### src/rtl/reg_exec_sequencer.sv
// Four-state execute controller wrapped around register_bank: issues the operand
// reads, runs one ALU operation on the returned lines and drives the write-back port.
module reg_exec_sequencer #(
   parameter  int DATA_W  = 16,
   parameter  int ADDR_W  = 5,
   localparam int INSTR_W = 4 + 3*ADDR_W + 5
) (
   input  logic               clk,
   input  logic               reset,
   input  logic               instr_valid,
   output logic               instr_ready,
   input  logic [INSTR_W-1:0] instr,
   output logic               read_1EN,
   output logic               read_2EN,
   output logic [ADDR_W-1:0]  read_1,
   output logic [ADDR_W-1:0]  read_2,
   input  logic [DATA_W-1:0]  line_a,
   input  logic [DATA_W-1:0]  line_b,
   output logic               writeEN,
   output logic [ADDR_W-1:0]  write_reg_address,
   output logic [DATA_W-1:0]  write_val,
   output logic               done,
   output logic               err,
   output logic               zero,
   output logic               carry,
   output logic [1:0]         o_dbg_state
);

   // Handshake: an instruction transfers on a rising edge where instr_valid and
   // instr_ready are both high; instr_ready is high only in IDLE, so instr_valid
   // and instr are don't-care while an instruction is in flight.

   typedef enum logic [1:0] {S_IDLE, S_READ, S_EXEC, S_WRITE} state_t;

   localparam logic [3:0] OP_ADD  = 4'd0;
   localparam logic [3:0] OP_SUB  = 4'd1;
   localparam logic [3:0] OP_AND  = 4'd2;
   localparam logic [3:0] OP_OR   = 4'd3;
   localparam logic [3:0] OP_XOR  = 4'd4;
   localparam logic [3:0] OP_SHL  = 4'd5;
   localparam logic [3:0] OP_SHR  = 4'd6;
   localparam logic [3:0] OP_MOV  = 4'd7;
   localparam logic [3:0] OP_ADDI = 4'd8;
   localparam logic [3:0] OP_NOP  = 4'd15;

   state_t              r_state;
   logic [3:0]          r_op;
   logic [ADDR_W-1:0]   r_rd;
   logic [4:0]          r_imm;
   logic                r_instr_ready;
   logic                r_read_en;
   logic [ADDR_W-1:0]   r_read_1;
   logic [ADDR_W-1:0]   r_read_2;
   logic                r_write_en;
   logic [ADDR_W-1:0]   r_wr_addr;
   logic [DATA_W-1:0]   r_wr_val;
   logic                r_done;
   logic                r_err;
   logic                r_zero;
   logic                r_carry;

   logic [DATA_W:0]     w_sum;
   logic [DATA_W-1:0]   w_result;
   logic                w_carry;
   logic                w_write;
   logic                w_illegal;
   logic [3:0]          w_shamt;
   logic [2*DATA_W-1:0] w_shl;
   logic [2*DATA_W-1:0] w_shr;

   assign w_shamt = r_imm[3:0];
   // Widened shifts leave the last bit shifted out just beyond the result field.
   assign w_shl   = {{DATA_W{1'b0}}, line_a} << w_shamt;
   assign w_shr   = {line_a, {DATA_W{1'b0}}} >> w_shamt;

   always_comb begin
      w_sum     = '0;
      w_carry   = 1'b0;
      w_write   = 1'b1;
      w_illegal = 1'b0;
      case (r_op)
         OP_ADD:  begin
            w_sum   = {1'b0, line_a} + {1'b0, line_b};
            w_carry = w_sum[DATA_W];
         end
         OP_SUB:  begin
            w_sum   = {1'b0, line_a} - {1'b0, line_b};
            w_carry = (line_a < line_b);
         end
         OP_AND:  w_sum = {1'b0, line_a & line_b};
         OP_OR:   w_sum = {1'b0, line_a | line_b};
         OP_XOR:  w_sum = {1'b0, line_a ^ line_b};
         OP_SHL:  begin
            w_sum   = {1'b0, w_shl[DATA_W-1:0]};
            w_carry = w_shl[DATA_W];
         end
         OP_SHR:  begin
            w_sum   = {1'b0, w_shr[2*DATA_W-1:DATA_W]};
            w_carry = w_shr[DATA_W-1];
         end
         OP_MOV:  w_sum = {1'b0, line_a};
         OP_ADDI: begin
            w_sum   = {1'b0, line_a} + {{(DATA_W-4){1'b0}}, r_imm};
            w_carry = w_sum[DATA_W];
         end
         OP_NOP:  w_write = 1'b0;
         default: begin
            w_write   = 1'b0;
            w_illegal = 1'b1;
         end
      endcase
   end

   assign w_result = w_sum[DATA_W-1:0];

   always_ff @(posedge clk or negedge reset) begin
      if (!reset) begin
         r_state       <= S_IDLE;
         r_op          <= '0;
         r_rd          <= '0;
         r_imm         <= '0;
         r_instr_ready <= 1'b1;
         r_read_en     <= 1'b0;
         r_read_1      <= '0;
         r_read_2      <= '0;
         r_write_en    <= 1'b0;
         r_wr_addr     <= '0;
         r_wr_val      <= '0;
         r_done        <= 1'b0;
         r_err         <= 1'b0;
         r_zero        <= 1'b0;
         r_carry       <= 1'b0;
      end else begin
         case (r_state)
            S_IDLE: begin
               if (instr_valid) begin
                  r_op          <= instr[INSTR_W-1 -: 4];
                  r_rd          <= instr[3*ADDR_W+4 -: ADDR_W];
                  r_imm         <= instr[4:0];
                  r_read_1      <= instr[2*ADDR_W+4 -: ADDR_W];
                  r_read_2      <= instr[ADDR_W+4 -: ADDR_W];
                  r_read_en     <= 1'b1;
                  r_instr_ready <= 1'b0;
                  r_state       <= S_READ;
               end
            end
            S_READ: begin
               r_read_en <= 1'b0;
               r_state   <= S_EXEC;
            end
            S_EXEC: begin
               // Bank data arrived on the edge closing READ and is stable now.
               r_done <= 1'b1;
               r_err  <= w_illegal;
               if (w_write) begin
                  r_write_en <= 1'b1;
                  r_wr_addr  <= r_rd;
                  r_wr_val   <= w_result;
                  r_zero     <= (w_result == '0);
                  r_carry    <= w_carry;
               end
               r_state <= S_WRITE;
            end
            S_WRITE: begin
               r_write_en    <= 1'b0;
               r_done        <= 1'b0;
               r_err         <= 1'b0;
               r_instr_ready <= 1'b1;
               r_state       <= S_IDLE;
            end
            default: r_state <= S_IDLE;
         endcase
      end
   end

   assign instr_ready       = r_instr_ready;
   assign read_1EN          = r_read_en;
   assign read_2EN          = r_read_en;
   assign read_1            = r_read_1;
   assign read_2            = r_read_2;
   assign writeEN           = r_write_en;
   assign write_reg_address = r_wr_addr;
   assign write_val         = r_wr_val;
   assign done              = r_done;
   assign err               = r_err;
   assign zero              = r_zero;
   assign carry             = r_carry;
   assign o_dbg_state       = r_state;

endmodule

### config.mk
export PLATFORM = sky130hd
export DESIGN_NAME = reg_exec_sequencer
export DESIGN_NICKNAME = d
export VERILOG_FILES = /design/src/rtl/reg_exec_sequencer.sv
export SDC_FILE = /design/constraint.sdc
export NUM_CORES = 1
export LEC_CHECK = 0
export CAP_MARGIN = 20
export CORE_MARGIN = 3
export CORE_UTILIZATION = 57
export DETAILED_ROUTE_END_ITERATION = 8
export PLACE_DENSITY = 0.91
export SLEW_MARGIN = 20
export SYNTH_ARGS = -nofsm -noshare
export SYNTH_HDL_FRONTEND = slang
export SYNTH_SLANG_ARGS = --single-unit
### constraint.sdc
create_clock -name clk -period 3.78 [get_ports clk]
set_input_delay 0.378 -clock clk [delete_from_list [all_inputs] [get_ports clk]]
set_output_delay 0.378 -clock clk [all_outputs]
set_load 0.01 [all_outputs]
==> flow_summary.json, run 1 <==
{
  "gp_routability_congestion": 1.04,
  "place.detailed.hpwl_mm": 19.9,
  "worstSetupPathType": "in2reg",
  "cp_top_family": "compound AO/OA/AOI/OAI gates",
  "power.switching_uw": 2870,
  "clock_power_share_pct": 8.0,
  "worst_skew_pair.late_latency_ns": 0.30,
  "critical_path.n_buffers_inverters": 2,
  "critical_path_required_ns": 4.01,
  "worstSetupStartpoint": "line_a[3]",
  "layout_worst_path_cycle_share_pct": 95.5,
  "max_stage_delay_ns": 0.62,
  "worst_tran_pin_value_ns": 1.06,
  "routed-via-count": 7751,
  "grt_antenna_before_repair": 0,
  "die_w_um": 118,
  "post_synth_fa_ha_maj_area_fraction_pct": 11.0,
  "die_area_um2": 13900,
  "route.detailed.wl_per_inst_um": 21.3,
  "fp-row-count": 40,
  "min_period_ns": 3.61,
  "reg2reg_launch_point": "r_imm[0]",
  "combinationalPowerShare_pct": 73.9,
  "finalSetupTns_ns": 0,
  "hold_viol": 0,
  "arrival_ns": 3.84,
  "cts_tree": "yes",
  "timing.slew.headroom_pct": 29.4,
  "netlist_area_um2": 7160,
  "setup_slack_after_placement_ns": -0.204,
  "p_int_uw": 3140,
  "clk_pin_slew_worst_paths_ns": 0.07,
  "synth-xor-area-share_pct": 2.20,
  "fin_skew_ns": 0.00903,
  "count_of_different_cell_masters_after_synthesis": 82,
  "run_status": "complete, no violations",
  "power_per_cell_area_nw_per_um2": 670,
  "power.share.sequential_pct": 18.1,
  "post_synthesis_cells": 879,
  "power.switching_fraction_pct": 47.8,
  "dieHeight_um": 118,
  "synth-edff-count": 0,
  "synth-compound-area-share_pct": 23.5,
  "drc": 0,
  "cp_slowest_cell": "clkdlybuf4s50_1",
  "crit_chain": "clkdlybuf4s50_1 > inv_1 > ha_1 > and2_4 > a221oi_4 > a211oi_1 > or3_1 > a221o_1 > a221oi_2 > nand4_1 > or4_1 > o21ai_1",
  "cts-buffers-inserted": 5,
  "number_of_violations_reported_at_the_end_of_detailed_routing_iteration_0": 916,
  "clock_sinks": 54,
  "grt_remaining_overflow": 0,
  "floorplan.core_area_um2": 12200,
  "first_pass_grt_wire_length_mm": 40.0,
  "yosys_register_bits": 54,
  "synth.avg_cell_area_um2": 8.15,
  "cap_viol_max_count": 0,
  "regToRegSetupSlack_ns": 0.33,
  "count_of_input_and_output_buffers": 99,
  "ir_worst_vdd_v": 0.000573,
  "cts_htree_levels": 2,
  "pin_count_of_the_biggest_net_entering_global_routing": 57,
  "final_worst_setup_slack_ns": 0.171,
  "route.detailed.vias_per_inst": 6.55,
  "floorplan.io_pins": 100,
  "multiplexer_area_fraction_after_synthesis_pct": 16.5,
  "finalNonFillerCells": 1184,
  "detail_route.wirelength_mm": 25.2,
  "synthArstFlopShare_pct": 100,
  "post_route_cells_drive_above_1_share_pct": 19.2,
  "grt_pass1_vias": 7351,
  "p_leak_uw": 0.00387,
  "areaGrowthSynthToFinish_pct": 25.3,
  "total_power_uw": 6010,
  "mappedNetlistNets": 999,
  "ant_nets": 0,
  "synthSimpleGateAreaFrac_pct": 20.1,
  "holdCritPathClass": "in2async",
  "synth_warnings": 0,
  "placed_cells_incl_taps": 1176,
  "global_route.usage.total_pct": 35.7,
  "timing.final.max_slew_violations": 0,
  "fmax_ghz": 0.277,
  "detail_route.first_pass.iterations": 5,
  "cts_root_buf": "clkbuf_16",
  "holdWs_ns": 0.114,
  "dominant_combinational_cell_family_by_area_after_synthesis": "compound AO/OA/AOI/OAI gates",
  "cts_hold_buffers": 0,
  "timing.critical_path.from_type": "input pin",
  "crit_path_end_kind": "flip-flop",
  "report.final.setup_viol": 0,
  "worstPathMaxFanout": 4,
  "start_util_pct": 58.9,
  "grt_setup_unrepaired": "false",
  "cts-root-to-sink-buffers": 2,
  "main_synth_ff_type": "dfrtp_1",
  "seq_area_frac_synth_pct": 18.9,
  "antenna_cells_inserted": 0,
  "finish.net_count": 1135
}
-- Yosys cell counts, drive strengths merged (22+ instances only) --
cell type	count	area, um^2
mux2i	23	230
mux2	42	477
nor2	58	218
nor3	22	110
ha	58	726
clkbuf	40	150
a21oi	40	200
dfrtp	53	1330
o21ai	53	265
inv	57	214
nand2	96	360
buf	32	204
-- what timing repair did --
action                                  in CTS  in global routing
endpoints found under the setup margin       0                  1
setup buffers                                0                  0
resized for setup                            0                  5
-- layout by cell type, fill, tap and decap left out, types with 21 or more instances in the layout --
cell / n
nor3_1: 22
buf_4: 101
mux4_2: 21
nand3_1: 21
clkdlybuf4s50_1: 97
nand2_1: 96
inv_1: 52
mux2i_1: 23
mux2_2: 38
o21ai_0: 44
a21oi_1: 39
nor2_1: 58
ha_1: 57
dfrtp_1: 52
-- worst register-to-register path, stage by stage, from the launching register on --
cell and delay [ns]:
dfrtp_1 0.35, buf_4 0.42, mux4_2 0.65, and4_1 0.23
a31oi_1 0.17, o21ai_0 0.13, nand4bb_1 0.36, nor4_4 0.31
nand4_1 0.16, or4_1 0.43, o21ai_1 0.14
-- final cells by class --
class	instances	area, um^2
repair buffers	201	1770
multi-input cells	696	5270
flip-flops and latches	54	1350
clock inverters	2	17.5
inverters	57	214
well taps	168	210
clock buffers	6	139
fillers	936	3190
-- power by group through the flow --
| stage | Sequential [uW] | Clock, uW | Combinational (uW) |
|---|---|---|---|
| 5_1_grt | 1120 | 509 | 4750 |
| 6_report | 1090 | 481 | 4440 |
| 3_5_place_dp | 1090 | 0 | 4300 |
| 2_1_floorplan | 1110 | 0 | 2700 |
| 3_3_place_gp | 1070 | 0 | 4210 |
| 4_1_cts | 1080 | 483 | 4320 |
-- per-layer routing --
layer  wire [um]  up-vias  global-route usage, %
met2       11500      516                   57.6
met1       10200     3646                   48.6
met5           0        -                      0
met3        2790       75                   7.02
met4         760        0                   10.5
li1            -     3514                      -
-- through the flow --
step	utilization, %	cell area [um^2]
after floorplan	-	7160
after global placement	72.3	8800
after detailed placement	72.3	8800
after CTS	73.6	8950
after global routing	73.8	8970
final	73.8	8970
-- cell families after synthesis --
logic type                 after synthesis
and+or+nand+nor                        288
AOI/OAI and AO/OA                      243
buffers and inverters                  129
muxes                                   86
adders and majority gates               61
DFF                                     54
xor gates and xnor gates                18
-- sequential cells by signal, indices dropped and copies added, names as in the netlist --
| register | cells |
|---|---|
| read_2 | 5 |
| r_imm | 5 |
| r_rd | 5 |
| read_1EN | 1 |
| done | 1 |
| o_dbg_state | 2 |
| read_1 | 5 |
| instr_ready | 1 |
| write_val | 16 |
| write_reg_address | 5 |
| err | 1 |
| zero | 1 |
| r_op | 4 |
| carry | 1 |
| writeEN | 1 |
-- path summary, 6_finish.rpt --
kind | end | cells after the start
hold reg to reg | write_reg_address[1] | 2
setup reg to reg | zero | 10
hold / removal | r_rd[0] | 1
min in group clk | write_reg_address[1] | 2
setup / recovery | zero | 12
max in group asynchronous | instr_ready | 2
No activity file was read; power rests on OpenSTA's default activity.
==> run 2, diff against run 1 <==
--- a/config.mk
+++ b/config.mk
@@ -10,7 +10,7 @@
 export CORE_UTILIZATION = 57
 export DETAILED_ROUTE_END_ITERATION = 8
 export PLACE_DENSITY = 0.91
-export SLEW_MARGIN = 20
+export SLEW_MARGIN = 15
 export SYNTH_ARGS = -nofsm -noshare
 export SYNTH_HDL_FRONTEND = slang
 export SYNTH_SLANG_ARGS = --single-unit
==> results of run 2 <==
The final DEF is identical to that of run 1; final timing and power are the same.
==> run 3, diff against run 2 <==
--- a/config.mk
+++ b/config.mk
@@ -5,11 +5,13 @@
 export SDC_FILE = /design/constraint.sdc
 export NUM_CORES = 1
 export LEC_CHECK = 0
+export ABC_CLOCK_PERIOD_IN_PS = 3780
 export CAP_MARGIN = 20
 export CORE_MARGIN = 3
-export CORE_UTILIZATION = 57
+export CORE_UTILIZATION = 58
+export CTS_BUF_LIST = sky130_fd_sc_hd__clkbuf_4 sky130_fd_sc_hd__clkbuf_8
 export DETAILED_ROUTE_END_ITERATION = 8
-export PLACE_DENSITY = 0.91
+export PLACE_DENSITY = 0.92
 export SLEW_MARGIN = 15
 export SYNTH_ARGS = -nofsm -noshare
 export SYNTH_HDL_FRONTEND = slang
==> flow_summary.json, run 3 (synthesis gave the netlist of run 1 again) <==
{
  "run_status": "complete, no violations",
  "route.detailed.vias_per_inst": 6.49,
  "report.final.setup_viol": 0,
  "max_stage_delay_ns": 0.57,
  "timing.critical_path.from_type": "input pin",
  "cts_tree": "yes",
  "worstSetupPathType": "in2reg",
  "floorplan.io_pins": 100,
  "ant_nets": 0,
  "largest_register_ffs": 16,
  "cts_htree_levels": 2,
  "power_per_cell_area_nw_per_um2": 666,
  "holdCritPathClass": "in2async",
  "detail_route.wirelength_mm": 25.1,
  "timing.slew.headroom_pct": 30.6,
  "finalNonFillerCells": 1170,
  "crit_chain": "clkdlybuf4s50_1 > ha_1 > inv_1 > fa_1 > nor2b_1 > o31ai_1 > xnor2_1 > nor2_1 > or4b_4 > nor4_2 > nand4_1 > or4_1 > o21ai_1",
  "critical_path_required_ns": 4.04,
  "clk_pin_slew_worst_paths_ns": 0.12,
  "final_area_um2": 8830,
  "clock_sinks": 54,
  "rr_worst_depth": 10,
  "cts-root-to-sink-buffers": 2,
  "cts-buffers-inserted": 5,
  "timing.final.max_slew_violations": 0,
  "worst_tran_pin_value_ns": 1.04,
  "antenna_cells_inserted": 0,
  "cts_root_buf": "clkbuf_8",
  "crit_path_end_kind": "flip-flop",
  "first_pass_grt_wire_length_mm": 38.8,
  "routed-via-count": 7593,
  "cap_viol_max_count": 0,
  "drc": 0,
  "grt_remaining_overflow": 0,
  "place.detailed.hpwl_mm": 20.1,
  "grt_antenna_before_repair": 0,
  "p_leak_uw": 0.00380,
  "detailed_place.area_um2": 8730,
  "post_cts_buffers": 0,
  "die_area_um2": 13700,
  "total_power_uw": 5880,
  "fmax_ghz": 0.283,
  "grt_pass1_vias": 7189,
  "worstPathMaxFanout": 3,
  "areaGrowthSynthToFinish_pct": 23.2,
  "die_w_um": 117,
  "final_util_pct": 75.1,
  "cts_hold_buffers": 0,
  "post_route_cells_drive_above_1_share_pct": 18.1,
  "finish.net_count": 1125,
  "hold_viol": 0,
  "reg2reg_launch_point": "r_imm[1]",
  "ir_worst_vdd_v": 0.00107,
  "most-common-layout-cells": "97 x clkdlybuf4s50_1, 96 x nand2_1, 90 x buf_4, 58 x nor2_1, 58 x ha_1",
  "grt_setup_unrepaired": "false",
  "fin_skew_ns": 0.0212,
  "placed_cells_incl_taps": 1162,
  "gp_routability_congestion": 1.07,
  "global_route.usage.total_pct": 36.4,
  "fp-row-count": 39,
  "count_of_input_and_output_buffers": 99,
  "detail_route.first_pass.iterations": 6,
  "start_util_pct": 60.9,
  "worst_skew_pair.late_latency_ns": 0.34,
  "route.detailed.wl_per_inst_um": 21.5,
  "regToRegSetupSlack_ns": 0.30,
  "pin_count_of_the_biggest_net_entering_global_routing": 48,
  "critical_path.reg2reg.endpoint": "zero",
  "cp_slowest_cell": "or4b_4",
  "holdWs_ns": 0.0109,
  "cts_resized": 0,
  "layout_worst_path_cycle_share_pct": 93.5,
  "dieHeight_um": 117,
  "final_common_cell": "clkdlybuf4s50_1",
  "min_period_ns": 3.54,
  "arrival_ns": 3.79,
  "number_of_violations_reported_at_the_end_of_detailed_routing_iteration_0": 836,
  "floorplan.core_area_um2": 11800
}
## run 3: cell types whose count changed in the layout (fill, tap and decap cells not counted), moves of 2 or more
cell / before / now
buf_4: 101 / 90
clkbuf_16: 5 / 0
clkbuf_8: 1 / 5
inv_6: 0 / 2
## run 3: power by group
part           internal (uW)  switching (uW)  total [uW]
clock                    137             218         354
combinational           2030            2380        4410
sequential               856             261        1120
## run 3: layer usage
| metal | vias to the layer above | share of wire [%] | track usage (%) |
|---|---|---|---|
| met2 | 467 | 46 | 58.0 |
| met4 | 0 | 2.9 | 10.6 |
| met1 | 3567 | 40 | 50.2 |
| li1 | 3491 | - | - |
| met5 | - | 0 | 0 |
| met3 | 68 | 10 | 7.10 |
## run 3: worst max-delay path by stage
stage               from   end  slack (ns)
6_report       line_b[0]  zero        0.24
5_1_grt        line_a[1]  zero        0.11
4_1_cts        line_a[0]  zero        0.09
3_5_place_dp   line_a[0]  zero       -0.24
3_3_place_gp   line_a[0]  zero       -0.15
2_1_floorplan  line_a[3]  zero        0.62
## run 3: worst max-delay path: cells and delay by family
| family | cells | cell delay [ns] |
|---|---|---|
| AND/OR/NAND/NOR | 6 | 1.69 |
| XOR/XNOR | 1 | 0.15 |
| adder cells (fa/ha/maj) | 2 | 0.61 |
| buffers and inverters | 2 | 0.57 |
| AO/OA/AOI/OAI | 2 | 0.38 |
## run 3: per-stage QoR
stage	setup slack (ns)	setup TNS, ns
CTS	0.0859	0
global placement	-0.151	-0.151
finish	0.245	0
floorplan	0.616	0
global route	0.106	0
detailed placement	-0.238	-0.238
## run 3: final cells by class
| cell class | count | area [um^2] |
|---|---|---|
| well taps | 164 | 205 |
| fillers | 906 | 2930 |
| multi-input cells | 696 | 5250 |
| inverters | 57 | 214 |
| clock buffers | 5 | 68.8 |
| flip-flops and latches | 54 | 1350 |
| repair buffers | 191 | 1700 |
| clock inverters | 3 | 26.3 |
